[src/rtl/cdb_arbiter_if.sv]
// cdb_arbiter_if: producer request bundle and registered CDB broadcast.
// master = producers/consumers side, slave = the arbiter.
`ifndef ROB_BIT
`define ROB_BIT 6
`endif

interface cdb_arbiter_if #(
    parameter int NUM_REQ = 3,
    parameter int ROB_BIT = `ROB_BIT
);
    logic [NUM_REQ-1:0]         req_valid;
    logic [NUM_REQ*ROB_BIT-1:0] req_rob_id;
    logic [NUM_REQ*32-1:0]      req_value;
    logic [NUM_REQ-1:0]         req_ready;
    logic                       cdb_valid;
    logic [ROB_BIT-1:0]         cdb_rob_id;
    logic [31:0]                cdb_value;
    logic [1:0]                 cdb_src;
    logic [15:0]                conflict_count;

    modport master (
        output req_valid, req_rob_id, req_value,
        input  req_ready, cdb_valid, cdb_rob_id,
        input  cdb_value, cdb_src, conflict_count
    );

    modport slave (
        input  req_valid, req_rob_id, req_value,
        output req_ready, cdb_valid, cdb_rob_id,
        output cdb_value, cdb_src, conflict_count
    );
endinterface

[src/rtl/cdb_arbiter.sv]
// cdb_arbiter: per-producer FIFOs drained round-robin onto one
// registered common data bus; clear flushes, rdy_in low stalls all.
`ifndef ROB_BIT
`define ROB_BIT 6
`endif

module cdb_arbiter #(
    parameter int NUM_REQ   = 3,
    parameter int ROB_BIT   = `ROB_BIT,
    parameter int DEPTH_BIT = 1
) (
    input  logic          clk_in,
    input  logic          rst_in,
    input  logic          rdy_in,
    input  logic          clear,
    cdb_arbiter_if.slave  bus
);
    localparam int DEPTH = 1 << DEPTH_BIT;
    localparam logic [DEPTH_BIT:0] FULL = (DEPTH_BIT+1)'(DEPTH);
    localparam logic [DEPTH_BIT-1:0] P_ONE = DEPTH_BIT'(1);
    localparam logic [DEPTH_BIT:0] C_ONE = (DEPTH_BIT+1)'(1);

    logic [ROB_BIT-1:0]   r_rob  [NUM_REQ][DEPTH];
    logic [31:0]          r_val  [NUM_REQ][DEPTH];
    logic [DEPTH_BIT-1:0] r_head [NUM_REQ];
    logic [DEPTH_BIT-1:0] r_tail [NUM_REQ];
    logic [DEPTH_BIT:0]   r_cnt  [NUM_REQ];
    logic [1:0]           r_rr;
    logic                 r_cdb_valid;
    logic [ROB_BIT-1:0]   r_cdb_rob;
    logic [31:0]          r_cdb_val;
    logic [1:0]           r_cdb_src;
    logic [15:0]          r_conf;

    logic                 w_run;
    logic [NUM_REQ-1:0]   w_ne;
    logic [NUM_REQ-1:0]   w_ready;
    logic [NUM_REQ-1:0]   w_enq;
    logic [NUM_REQ-1:0]   w_sel;
    logic [NUM_REQ-1:0]   w_deq;
    logic                 w_found;
    logic                 w_gnt;
    logic [1:0]           w_gnt_src;
    logic [1:0]           w_rr_nxt;
    logic [ROB_BIT-1:0]   w_gnt_rob;
    logic [31:0]          w_gnt_val;
    logic [2:0]           w_ne_cnt;
    logic                 w_conflict;

    assign w_run = rdy_in && !clear;

    // FIFO status; ready looks only at the registered count
    always_comb begin
        w_ne     = '0;
        w_ready  = '0;
        w_enq    = '0;
        w_ne_cnt = '0;
        for (int i = 0; i < NUM_REQ; i++) begin
            w_ne[i]    = r_cnt[i] != '0;
            w_ready[i] = r_cnt[i] < FULL;
            w_enq[i]   = w_run && bus.req_valid[i] && w_ready[i];
            w_ne_cnt   = w_ne_cnt + {2'b00, w_ne[i]};
        end
    end

    assign w_conflict = w_ne_cnt >= 3'd2;

    // Round-robin search starting at r_rr over entries present now
    always_comb begin
        w_sel   = '0;
        w_found = 1'b0;
        for (int k = 0; k < NUM_REQ; k++) begin
            for (int i = 0; i < NUM_REQ; i++) begin
                if (!w_found && w_ne[i] &&
                    ((int'(r_rr) + k) % NUM_REQ) == i) begin
                    w_sel[i] = 1'b1;
                    w_found  = 1'b1;
                end
            end
        end
    end

    assign w_gnt = w_run && w_found;
    assign w_deq = w_run ? w_sel : '0;

    // Head-entry mux and next priority pointer for the winner
    always_comb begin
        w_gnt_src = '0;
        w_rr_nxt  = r_rr;
        w_gnt_rob = '0;
        w_gnt_val = '0;
        for (int i = 0; i < NUM_REQ; i++) begin
            if (w_sel[i]) begin
                w_gnt_src = 2'(i);
                w_rr_nxt  = (i == NUM_REQ-1) ? 2'd0 : 2'(i+1);
                w_gnt_rob = r_rob[i][r_head[i]];
                w_gnt_val = r_val[i][r_head[i]];
            end
        end
    end

    // FIFO payload storage; contents are don't-care while count is 0
    always_ff @(posedge clk_in) begin
        for (int i = 0; i < NUM_REQ; i++) begin
            if (w_enq[i]) begin
                r_rob[i][r_tail[i]] <= bus.req_rob_id[i*ROB_BIT +: ROB_BIT];
                r_val[i][r_tail[i]] <= bus.req_value[i*32 +: 32];
            end
        end
    end

    // Pointers, counts, arbitration state, CDB register, conflict count
    always_ff @(posedge clk_in or posedge rst_in) begin
        if (rst_in) begin
            for (int i = 0; i < NUM_REQ; i++) begin
                r_head[i] <= '0;
                r_tail[i] <= '0;
                r_cnt[i]  <= '0;
            end
            r_rr        <= '0;
            r_cdb_valid <= 1'b0;
            r_cdb_rob   <= '0;
            r_cdb_val   <= '0;
            r_cdb_src   <= '0;
            r_conf      <= '0;
        end else if (rdy_in) begin
            if (w_conflict && r_conf != 16'hFFFF) begin
                r_conf <= r_conf + 16'd1;
            end
            if (clear) begin
                for (int i = 0; i < NUM_REQ; i++) begin
                    r_head[i] <= '0;
                    r_tail[i] <= '0;
                    r_cnt[i]  <= '0;
                end
                r_rr        <= '0;
                r_cdb_valid <= 1'b0;
            end else begin
                for (int i = 0; i < NUM_REQ; i++) begin
                    if (w_enq[i]) begin
                        r_tail[i] <= r_tail[i] + P_ONE;
                    end
                    if (w_deq[i]) begin
                        r_head[i] <= r_head[i] + P_ONE;
                    end
                    if (w_enq[i] && !w_deq[i]) begin
                        r_cnt[i] <= r_cnt[i] + C_ONE;
                    end else if (!w_enq[i] && w_deq[i]) begin
                        r_cnt[i] <= r_cnt[i] - C_ONE;
                    end
                end
                r_cdb_valid <= w_gnt;
                if (w_gnt) begin
                    r_cdb_rob <= w_gnt_rob;
                    r_cdb_val <= w_gnt_val;
                    r_cdb_src <= w_gnt_src;
                    r_rr      <= w_rr_nxt;
                end
            end
        end
    end

    assign bus.req_ready      = w_ready;
    assign bus.cdb_valid      = r_cdb_valid;
    assign bus.cdb_rob_id     = r_cdb_rob;
    assign bus.cdb_value      = r_cdb_val;
    assign bus.cdb_src        = r_cdb_src;
    assign bus.conflict_count = r_conf;
endmodule

[src/flat_wrapper.sv]
// flat-port wrapper written by rule: the top's interface ports become plain ports
module cdb_arbiter_flat 
#(
    parameter int NUM_REQ   = 3,
    parameter int ROB_BIT   = `ROB_BIT,
    parameter int DEPTH_BIT = 1
)
  (clk_in, rst_in, rdy_in, clear, bus_req_valid, bus_req_rob_id, bus_req_value, bus_req_ready, bus_cdb_valid, bus_cdb_rob_id, bus_cdb_value, bus_cdb_src, bus_conflict_count);
  cdb_arbiter_if #(.NUM_REQ(NUM_REQ), .ROB_BIT(ROB_BIT)) bus_i ();
  input  logic clk_in;
  input  logic rst_in;
  input  logic rdy_in;
  input  logic clear;
  input wire logic [$bits(bus_i.req_valid)-1:0] bus_req_valid;
  input wire logic [$bits(bus_i.req_rob_id)-1:0] bus_req_rob_id;
  input wire logic [$bits(bus_i.req_value)-1:0] bus_req_value;
  output wire logic [$bits(bus_i.req_ready)-1:0] bus_req_ready;
  output wire logic [$bits(bus_i.cdb_valid)-1:0] bus_cdb_valid;
  output wire logic [$bits(bus_i.cdb_rob_id)-1:0] bus_cdb_rob_id;
  output wire logic [$bits(bus_i.cdb_value)-1:0] bus_cdb_value;
  output wire logic [$bits(bus_i.cdb_src)-1:0] bus_cdb_src;
  output wire logic [$bits(bus_i.conflict_count)-1:0] bus_conflict_count;
  assign bus_i.req_valid = bus_req_valid;
  assign bus_i.req_rob_id = bus_req_rob_id;
  assign bus_i.req_value = bus_req_value;
  assign bus_req_ready = bus_i.req_ready;
  assign bus_cdb_valid = bus_i.cdb_valid;
  assign bus_cdb_rob_id = bus_i.cdb_rob_id;
  assign bus_cdb_value = bus_i.cdb_value;
  assign bus_cdb_src = bus_i.cdb_src;
  assign bus_conflict_count = bus_i.conflict_count;
  cdb_arbiter #(.NUM_REQ(NUM_REQ), .ROB_BIT(ROB_BIT), .DEPTH_BIT(DEPTH_BIT)) u_core (.clk_in(clk_in), .rst_in(rst_in), .rdy_in(rdy_in), .clear(clear), .bus(bus_i));
endmodule
[config.mk]
export PLATFORM = sky130hd
export DESIGN_NAME = cdb_arbiter_flat
export DESIGN_NICKNAME = d
export VERILOG_FILES = /design/src/rtl/cdb_arbiter_if.sv /design/src/rtl/cdb_arbiter.sv /design/src/flat_wrapper.sv
export SDC_FILE = /design/constraint.sdc
export NUM_CORES = 1
export LEC_CHECK = 0
export ABC_AREA = 1
export BUFFER_PORTS_ARGS = -buffer_cell sky130_fd_sc_hd__buf_2
export CORE_MARGIN = 2
export CORE_UTILIZATION = 48
export CTS_CLUSTER_DIAMETER = 200
export CTS_CLUSTER_SIZE = 40
export DETAILED_ROUTE_END_ITERATION = 12
export HOLD_SLACK_MARGIN = 0.08
export PLACE_DENSITY = 0.69
export SLEW_MARGIN = 20
export SYNTH_ARGS = -nofsm -noshare
export SYNTH_HDL_FRONTEND = slang
export SYNTH_SLANG_ARGS = --single-unit
[constraint.sdc]
create_clock -name clk_in -period 6.26 [get_ports clk_in]
set_input_delay 0.626 -clock clk_in [delete_from_list [all_inputs] [get_ports clk_in]]
set_output_delay 0.626 -clock clk_in [all_outputs]
set_load 0.005 [all_outputs]
==> impl_metrics.env <==
export IMPL_outcome="complete, no violations"
export IMPL_ir_drop_mv=0.402
export IMPL_drcViolationCount=0
export IMPL_start_kind="flop"
export IMPL_crit_chain="inv_1, ha_1, nand2_4, nand2_2, a21oi_2, nand4_2, nor2_4, nand3_1, nand2_2, inv_2, nand2_1, nand2_1"
export IMPL_cts_buffers=11
export IMPL_critical_path_top_delay_family="simple AND/OR/NAND/NOR gates"
export IMPL_cap_viol_max_count=0
export IMPL_syn_num_nets=1177
export IMPL_ant_nets=0
export IMPL_cpPeakStageDelay_ns=0.74
export IMPL_stdcell_count=1546
export IMPL_worstPathArrival_ns=3.79
export IMPL_drt_wl_total_um=27100
export IMPL_p_per_area_nw_per_um2=410
export IMPL_synth_area_um2=12300
export IMPL_seq_area_um2=8630
export IMPL_endpoint_kind="flop"
export IMPL_criticalPathCategory="reg -> reg"
export IMPL_core_area_um2=25100
export IMPL_grt_overflow=0
export IMPL_crit_buf_inv=2
export IMPL_hold_violations=0
export IMPL_finalSetupTns_ns=0
export IMPL_cts_sinks=299
export IMPL_area_growth_pct=12.9
export IMPL_synth_cell_type_count=30
export IMPL_post_cts_setup_buffers=0
export IMPL_fill_cells=2179
export IMPL_start_util_pct=48.8
export IMPL_finalSetupViolations=0
export IMPL_multiInputGateArea_um2=2850
export IMPL_ys_warnings_count=0
export IMPL_cts_tree="yes"
export IMPL_cts_root_buffer="clkbuf_16"
export IMPL_cp_max_fo=42
export IMPL_die_x_um=164
export IMPL_period_needed_ns=3.39
export IMPL_ys_seq_elements=299
export IMPL_pin_count=181
export IMPL_drt_iter0_markers=539
export IMPL_io_buffers=180
export IMPL_gp_congestion=0.842
export IMPL_skew_ns=0.0332
export IMPL_synth_seq_area_share_pct=70.3
export IMPL_clk_latency_ns=0.50
export IMPL_post_place_cells=1525
export IMPL_drv_slew=0
export IMPL_die_area_um2=26800
export IMPL_cp_slowest_cell="nand2_2"
export IMPL_ctsHoldBuffers=0
export IMPL_vias=7979
export IMPL_rsz0062_at_grt="no"
export IMPL_slew_headroom_pct=33.5
export IMPL_final_layout_size_suffix_gt1_share_pct=19.1
export IMPL_period_share_pct=54.2
export IMPL_gr_usage_all_layers_pct=20.5
export IMPL_viasPerCell=5.16
export IMPL_dr_pass1_iters=5
export IMPL_synth_avg_cell_area_um2=11.7
export IMPL_cts_resized=0
export IMPL_die_height_um=164
export IMPL_ctsHtreeMaxLevel=1
export IMPL_cp_data_required_time_ns=6.66
export IMPL_leakagePower_nw=5.93
export IMPL_grt_max_degree=79
export IMPL_first_global_vias=7715
export IMPL_clk_path_buf_depth=3
export IMPL_grt_pass1_wl_um=42000
export IMPL_worst_pin_slew_ns=0.995
export IMPL_hp_class="in -> reg"
export IMPL_fmax_ghz=0.295
export IMPL_nets=1333
export IMPL_clk_pin_slew_ns=0.14
export IMPL_syn_inst=1052
export IMPL_hpwl_um=17300
export IMPL_antenna_found_initial=4
export IMPL_route_detailed_wl_per_inst_um=17.6
export IMPL_num_rows=58
## cell families after synthesis
group                      count (synthesis)  share of synthesized area, %
and+or+nand+nor                          389                          13.2
DFF                                      299                          70.3
buffers and inverters                    206                          6.85
AOI/OAI and AO/OA                        139                          8.17
xor gates and xnor gates                  15                          1.07
adders and majority gates                  4                         0.408
## flip-flops by register name, summed over array words and instances (netlist names)
register	cells
u_core.bus.conflict_count	16
u_core.r_rob	36
u_core.bus.cdb_valid	1
u_core.bus.cdb_value	32
u_core.r_cnt	6
u_core.bus.cdb_src	2
u_core.bus.cdb_rob_id	6
u_core.r_tail	3
u_core.r_rr	2
u_core.r_head	3
u_core.r_val	192
## synth_stat cells (all sizes together)
| cell type | count | area (um^2) |
|---|---|---|
| inv | 158 | 593 |
| o211ai | 116 | 871 |
| xnor2 | 9 | 78.8 |
| dfrtp | 71 | 1780 |
| nand4 | 5 | 43.8 |
| o21ai | 9 | 48.8 |
| nand2 | 292 | 1120 |
| edfxtp | 228 | 6850 |
| ha | 4 | 50.1 |
| buf | 21 | 146 |
| o21bai | 3 | 22.5 |
| nor3 | 3 | 15.0 |
| a21oi | 10 | 53.8 |
| clkbuf | 27 | 101 |
| nand3 | 65 | 335 |
| o22ai | 1 | 6.26 |
| and2 | 1 | 6.26 |
| xor2 | 6 | 52.6 |
| nor2 | 23 | 93.8 |
## layout by cell type (no fill, tap or decap), types with 4 or more instances in the layout
cell type and count:
a21oi_1 9, buf_2 180, buf_4 9, clkbuf_1 5, clkbuf_16 11, dfrtp_1 68
diode_2 4, edfxtp_1 228, ha_1 4, inv_1 152, inv_2 5, nand2_1 285
nand2_2 5, nand3_1 63, nor2_1 16, nor2_4 7, o211ai_1 116, o21ai_0 6
xnor2_1 9, xor2_1 6
## path summary, 6_finish.rpt
kind	slack [ns]	end	cells past startpoint	startpoint
max in group asynchronous	5.18	u_core.r_head[1]	3	rst_in
worst max-delay path	2.87	u_core.bus.cdb_value[2]	12	u_core.r_rr[0]
worst max register to register	2.87	u_core.bus.cdb_value[2]	12	u_core.r_rr[0]
worst min register to register	0.49	u_core.bus.cdb_value[20]	2	u_core.bus.cdb_value[20]
worst min-delay path	0.30	u_core.r_val[0][53]	1	bus_req_value[21]
min in group asynchronous	0.42	u_core.r_cnt[5]	3	rst_in
## metrics by stage
stage                     hold WS [ns]  area (um^2)  worst slack (ns)  total power [W]  util, %
final                            0.301        13800              2.87          0.00568     55.1
after global routing             0.278        13800              2.53          0.00611     55.1
after CTS                        0.286        13800              2.90          0.00575     55.1
after detailed placement         0.461        13500              2.71          0.00485     53.8
after global placement           0.458        13400              2.83          0.00481     53.6
after floorplan                  0.449        12300              2.95          0.00420        -
## worst register-to-register path: stages, from the launching register on
cell,delay [ns]
dfrtp_1,0.39
inv_1,0.06
ha_1,0.37
nand2_4,0.13
nand2_2,0.07
a21oi_2,0.17
nand4_2,0.15
nor2_4,0.14
nand3_1,0.11
nand2_2,0.74
inv_2,0.64
nand2_1,0.25
nand2_1,0.07
## power breakdown
group / switching (W) / total (W) / internal [W]
logic: 0.00146 / 0.00220 / 0.000743
registers: 0.000182 / 0.00257 / 0.00239
clock network: 0.000564 / 0.000908 / 0.000344
total: 0.00220 / 0.00568 / 0.00348
## layout make-up
class / instances / area share [%]
well taps: 330 / 2.98
clock buffers: 16 / 2.12
multi-input cells: 547 / 20.6
repair buffers: 191 / 7.39
clock inverters: 1 / 0.217
inverters: 158 / 4.29
flip-flops and latches: 299 / 62.3
diodes: 4 / 0.0723
## metal layers
metal	up-vias	share of wire [%]	GRT usage (%)
met5	-	0.044	0
li1	3860	-	-
met3	25	6.2	2.73
met4	2	1.4	4.31
met2	237	50	34.9
met1	3855	43	28.6
(Power assumes the default switching activity.)
